<file path="src/rtl/config_latch_sequencer_if.sv">
// Peripheral register bus write port feeding the configuration latch sequencer.
interface config_latch_sequencer_if;
    logic        write_req;
    logic [5:0]  address;
    logic [31:0] data_in;

    modport master (output write_req, output address, output data_in);
    modport slave  (input  write_req, input  address, input  data_in);
endinterface

</file>
<file path="src/rtl/config_latch_sequencer.sv">
// Assembles a multi-word configuration value from bus writes and strobes a bank of
// latches with registered one-hot enables, either all of them (high to low) or one by index.
module config_latch_sequencer #(
    parameter int          NUM_REGS   = 8,
    parameter int          CFG_WORDS  = 2,
    parameter int          EN_CYCLES  = 1,
    parameter int          GAP_CYCLES = 1,
    parameter logic [5:0]  BASE_ADDR  = 6'h08,
    parameter logic [5:0]  CMD_ADDR   = 6'h04
) (
    input  logic                      clk,
    input  logic                      rst_n,
    config_latch_sequencer_if.slave   bus,
    output logic [32*CFG_WORDS-1:0]   config_data,
    output logic [NUM_REGS-1:0]       latch_en,
    output logic                      busy,
    output logic                      done,
    output logic                      error
);
    localparam int IDX_W  = (NUM_REGS  > 1) ? $clog2(NUM_REGS)  : 1;
    localparam int WSEL_W = (CFG_WORDS > 1) ? $clog2(CFG_WORDS) : 1;
    localparam logic [WSEL_W-1:0] LAST_WORD = WSEL_W'(CFG_WORDS - 1);
    localparam logic [3:0] EN_LOAD  = 4'(EN_CYCLES - 1);
    localparam logic [3:0] GAP_LOAD = 4'(GAP_CYCLES - 1);

    typedef enum logic [1:0] {IDLE, PULSE, GAP} state_t;

    state_t             state;
    logic [IDX_W-1:0]   index;
    logic [3:0]         cnt;
    logic               single_mode;
    logic               word_hit;
    logic [WSEL_W-1:0]  word_sel;
    logic               cmd_hit;
    logic               cmd_valid;

    function automatic logic [NUM_REGS-1:0] onehot(input logic [IDX_W-1:0] i);
        logic [NUM_REGS-1:0] r;
        r = '0;
        for (int b = 0; b < NUM_REGS; b++) begin
            r[b] = (int'(i) == b);
        end
        return r;
    endfunction

    // Word k of the configuration value lives at BASE_ADDR + 4*k.
    always_comb begin
        word_hit = 1'b0;
        word_sel = '0;
        for (int k = 0; k < CFG_WORDS; k++) begin
            if (bus.address == 6'(int'(BASE_ADDR) + 4 * k)) begin
                word_hit = 1'b1;
                word_sel = WSEL_W'(k);
            end
        end
    end

    assign cmd_hit   = (bus.address == CMD_ADDR);
    assign cmd_valid = ({1'b0, bus.data_in[4:0]} < 6'(NUM_REGS));

    always_ff @(posedge clk or negedge rst_n) begin
        if (!rst_n) begin
            state       <= IDLE;
            index       <= '0;
            cnt         <= '0;
            single_mode <= 1'b0;
            config_data <= '0;
            latch_en    <= '0;
            busy        <= 1'b0;
            done        <= 1'b0;
            error       <= 1'b0;
        end else begin
            done  <= 1'b0;
            error <= 1'b0;
            case (state)
                IDLE: begin
                    if (bus.write_req && word_hit) begin
                        config_data[32*word_sel +: 32] <= bus.data_in;
                        if (word_sel == LAST_WORD) begin
                            state       <= PULSE;
                            busy        <= 1'b1;
                            cnt         <= EN_LOAD;
                            single_mode <= 1'b0;
                            index       <= IDX_W'(NUM_REGS - 1);
                            latch_en    <= onehot(IDX_W'(NUM_REGS - 1));
                        end
                    end else if (bus.write_req && cmd_hit) begin
                        if (cmd_valid) begin
                            state       <= PULSE;
                            busy        <= 1'b1;
                            cnt         <= EN_LOAD;
                            single_mode <= 1'b1;
                            index       <= bus.data_in[IDX_W-1:0];
                            latch_en    <= onehot(bus.data_in[IDX_W-1:0]);
                        end else begin
                            error <= 1'b1;
                        end
                    end
                end
                PULSE: begin
                    if (bus.write_req && (word_hit || cmd_hit)) begin
                        error <= 1'b1;
                    end
                    if (cnt == 4'd0) begin
                        state    <= GAP;
                        cnt      <= GAP_LOAD;
                        latch_en <= '0;
                    end else begin
                        cnt <= cnt - 4'd1;
                    end
                end
                GAP: begin
                    if (bus.write_req && (word_hit || cmd_hit)) begin
                        error <= 1'b1;
                    end
                    // Full loads walk the index down to 0 and stop there; no wrap.
                    if (cnt == 4'd0) begin
                        if (single_mode || index == '0) begin
                            state <= IDLE;
                            busy  <= 1'b0;
                            done  <= 1'b1;
                        end else begin
                            state    <= PULSE;
                            cnt      <= EN_LOAD;
                            index    <= index - 1'b1;
                            latch_en <= onehot(index - 1'b1);
                        end
                    end else begin
                        cnt <= cnt - 4'd1;
                    end
                end
                default: begin
                    state    <= IDLE;
                    busy     <= 1'b0;
                    latch_en <= '0;
                end
            endcase
        end
    end
endmodule

</file>
<file path="src/flat_wrapper.sv">
// flat-port wrapper written by rule: the top's interface ports become plain ports
module config_latch_sequencer_flat 
#(
    parameter int          NUM_REGS   = 8,
    parameter int          CFG_WORDS  = 2,
    parameter int          EN_CYCLES  = 1,
    parameter int          GAP_CYCLES = 1,
    parameter logic [5:0]  BASE_ADDR  = 6'h08,
    parameter logic [5:0]  CMD_ADDR   = 6'h04
)
  (clk, rst_n, config_data, latch_en, busy, done, error, bus_write_req, bus_address, bus_data_in);
  config_latch_sequencer_if bus_i ();
  input  logic clk;
  input  logic rst_n;
  output logic [32*CFG_WORDS-1:0] config_data;
  output logic [NUM_REGS-1:0] latch_en;
  output logic busy;
  output logic done;
  output logic error;
  input wire logic [$bits(bus_i.write_req)-1:0] bus_write_req;
  input wire logic [$bits(bus_i.address)-1:0] bus_address;
  input wire logic [$bits(bus_i.data_in)-1:0] bus_data_in;
  assign bus_i.write_req = bus_write_req;
  assign bus_i.address = bus_address;
  assign bus_i.data_in = bus_data_in;
  config_latch_sequencer #(.NUM_REGS(NUM_REGS), .CFG_WORDS(CFG_WORDS), .EN_CYCLES(EN_CYCLES), .GAP_CYCLES(GAP_CYCLES), .BASE_ADDR(BASE_ADDR), .CMD_ADDR(CMD_ADDR)) u_core (.clk(clk), .rst_n(rst_n), .bus(bus_i), .config_data(config_data), .latch_en(latch_en), .busy(busy), .done(done), .error(error));
endmodule
</file>
<file path="config.mk">
export PLATFORM = sky130hd
export DESIGN_NAME = config_latch_sequencer_flat
export DESIGN_NICKNAME = d
export VERILOG_FILES = /design/src/rtl/config_latch_sequencer_if.sv /design/src/rtl/config_latch_sequencer.sv /design/src/flat_wrapper.sv
export SDC_FILE = /design/constraint.sdc
export NUM_CORES = 1
export LEC_CHECK = 0
export BUFFER_PORTS_ARGS = -buffer_cell sky130_fd_sc_hd__buf_2
export CAP_MARGIN = 20
export CORE_MARGIN = 2
export CORE_UTILIZATION = 43
export CTS_CLUSTER_SIZE = 28
export DETAILED_ROUTE_END_ITERATION = 10
export PLACE_DENSITY = 0.71
export SLEW_MARGIN = 20
export SYNTH_ARGS = -nofsm -noshare
export SYNTH_HDL_FRONTEND = slang
export SYNTH_SLANG_ARGS = --single-unit
</file>
<file path="constraint.sdc">
create_clock -name clk -period 2.2 [get_ports clk]
set_input_delay 0.44 -clock clk [delete_from_list [all_inputs] [get_ports clk]]
set_output_delay 0.44 -clock clk [all_outputs]
set_load 0.01 [all_outputs]
</file>
==> impl_metrics.csv <==
group,metric,value,unit
sta,timing.final.ws_setup,0.0653,ns
clock_tree,cts_tree,"done",
clock_tree,numClockSinks,85,
die,num_io_pins,116,
clock_tree,cts_hold_buf,0,
worst_setup_path,crit_required,2.47,ns
sta,finalSetupViolCount,0,
synthesis,synthFlopType,"dfrtp_1",
layout,layout.cells.non_filler,514,
worst_setup_path,arrival,2.41,ns
synthesis,ys_ff_latch,85,
job,maxCapViolations,0,
die,num_rows,35,
sta,slew_violations,0,
clock_tree,root_buffer,"clkbuf_8",
global_routing,grt_max_degree,47,
synthesis,synth_top_area_share,53.7,%
global_routing,first_global_vias,2739,
sta,finalHoldViolations,0,
detailed_routing,wire_per_inst,16.8,um
detailed_routing,dr.pass1.iters,5,
sta,final.setup.tns,0,ns
synthesis,synth_edf_count,0,
detailed_routing,drc_errors,0,
placement,hpwlAfterDp,6310,um
detailed_routing,wl,8630,um
synthesis,syn_area,3960,um2
detailed_routing,vias,2700,
global_routing,antenna_found_initial,0,
die,start_util,43.5,%
pwr,cellLeakagePower,2.60,nW
worst_setup_path,start_kind,"flop",
global_routing,grtUsageTotal,17.7,%
sta,tightest_slew,0.590,ns
synthesis,async_flop_share,100,%
synthesis,synth_cells,269,
clock_tree,cts_buffers,9,
worst_setup_path,end_kind,"flop",
sta,fin_crit_sh,97.0,%
placement,placed_cells,497,
detailed_routing,ant_nets,0,
worst_setup_path,rr_startpoint,"u_core.cnt[0]",
placement,place.gp.congestion,0.853,
worst_setup_path,worstSetupPathType,"reg2reg",
synthesis,ys_types,50,
synthesis,yosysTopAreaCell,"dfrtp_1",
placement,port_buffers,115,
layout,nNetsFinal,450,
detailed_routing,avgViaCountPerCell,5.25,
sta,skew,0.00956,ns
placement,dp_slack,0.0741,ns
die,die_w,100,um
sta,timing.fmax,468,MHz
synthesis,synth.avg_cell_area,14.7,um2
run_status,status,"finished, final reports clean",
die,coreArea,9110,um2
global_routing,grt_overflow,0,
worst_setup_path,timing.critical_path.from,"u_core.cnt[0]",
die,dieHeight,100,um
synthesis,yosysWarnings,0,
synthesis,ys_seq_area_share,53.7,%
clock_tree,cts_buffer_depth,2,
synthesis,synth_area_leaders,"dfrtp_1 (54%), mux2_4 (13%), mux2_2 (11%), ha_1 (3.8%), a32o_1 (1.5%)",
layout,drive_above_1_share,56.5,%
die,dieArea,10000,um2
sta,rsz0062_at_grt,"false",
detailed_routing,drt-initial-drc-count,130,
clock_tree,clk-insertion-delay-late,0.37,ns
clock_tree,htreeDepth,3,
clock_tree,cts_setup_buffers,0,
synthesis,syn-num-nets,322,
clock_tree,clkTransAtPathRegs,0.09,ns
worst_hold_path,worstHoldPathType,"in2async",
pwr,peakVddDrop,0.526,mV
sta,worst_slew_margin_rel,60.7,%
worst_setup_path,critPathMaxFanout,5,
sta,min_period,2.13,ns
layout,area_delta_synth_final,23.8,%
clock_tree,cts_repair_resize_count,0,
pwr,power_per_cell_area,1060,nW/um2
global_routing,grt_pass1_wl,13900,um
==> sequential cells by signal, summed over array words and instances, names as in the netlist <==
signal and flops:
u_core.index 3, u_core.config_data 64, u_core.state 2, u_core.done 1
u_core.latch_en 8, u_core.single_mode 1, u_core.cnt 4, u_core.error 1
u_core.busy 1
==> metal layers <==
| layer | GRT usage [%] | up-vias | part of all wire, % |
|---|---|---|---|
| met4 | 6.11 | 0 | 1.3 |
| met2 | 26.7 | 98 | 45 |
| li1 | - | 1244 | - |
| met3 | 5.36 | 10 | 6.7 |
| met5 | 0 | - | 0 |
| met1 | 24.5 | 1348 | 47 |
==> cell type report <==
class / count / area (um2)
antenna: 1 / 2.50
clock buffer: 9 / 124
clock inverter: 7 / 57.6
fill: 794 / 4200
inverter: 10 / 37.5
multi-input combinational: 165 / 1720
sequential: 85 / 2130
tap: 111 / 139
timing repair buffer: 126 / 698
==> metrics by stage <==
stage | cell area, um2 | hold slack [ns] | utilization, % | total power (W)
floorplan | 3960 | 0.144 | - | 0.00346
global placement | 4720 | 0.469 | 51.9 | 0.00409
detailed placement | 4720 | 0.471 | 51.9 | 0.00416
CTS | 4900 | 0.0827 | 53.8 | 0.00522
global route | 4900 | 0.101 | 53.8 | 0.00551
finish | 4910 | 0.0636 | 53.9 | 0.00519
==> final timing paths <==
kind	slack [ns]	cells after the start	to
worst max-delay path	0.07	6	u_core.index[2]
worst min-delay path	0.06	1	u_core.config_data[39]
worst max register to register	0.07	6	u_core.index[2]
worst min register to register	0.49	1	u_core.config_data[39]
max in group asynchronous	1.54	2	u_core.latch_en[4]
min in group clk	0.31	2	u_core.config_data[39]
==> cell families after synthesis <==
family / after synthesis / share of synthesized area, %
adder cells (fa/ha/maj): 12 / 3.79
XOR/XNOR: 1 / 0.221
AO/OA/AOI/OAI: 41 / 8.49
flip-flops: 85 / 53.7
buffers and inverters: 19 / 2.87
AND/OR/NAND/NOR: 36 / 6.60
multiplexers: 75 / 24.3
==> power breakdown <==
group	total (W)	internal (W)	switching, W
sequential	0.00212	0.00191	0.000215
combinational	0.00202	0.000964	0.00105
clock	0.00105	0.000428	0.000620
total	0.00519	0.00330	0.00189
==> critical path: stages (launching register included) <==
cell      delay, ns
dfrtp_1        0.39
inv_1          0.11
ha_1           0.17
or3b_4         0.41
or4_1          0.52
a32o_1         0.24
a211oi_2       0.21
==> synthesized netlist by cell type (2+ instances only) <==
cell	number
a22o_1	4
mux2i_1	3
or4_1	2
nor2_1	6
a32o_1	6
ha_1	12
nor3b_1	3
dfrtp_1	85
nor3_1	3
inv_1	9
buf_4	3
mux2_2	38
a31oi_1	3
a211oi_1	2
and3_1	3
nand2_1	4
buf_6	4
o21ai_0	4
nand2b_1	2
nand3_4	2
a21oi_1	7
nand3_1	2
mux2_4	33
nor2b_1	2
o31ai_1	2
==> layout by cell type, fill, tap and decap left out, drive strengths merged, types with 3 or more instances in the layout <==
cell type / instances
a211oi: 4
a21oi: 7
a22o: 5
a31oi: 3
a32o: 6
and3: 3
buf: 126
clkbuf: 9
clkinv: 4
dfrtp: 85
ha: 12
inv: 12
mux2: 72
mux2i: 3
nand2: 4
nand3: 4
nor2: 7
nor3: 4
nor3b: 3
o21ai: 4
No activity file was read; power rests on OpenSTA's default activity.
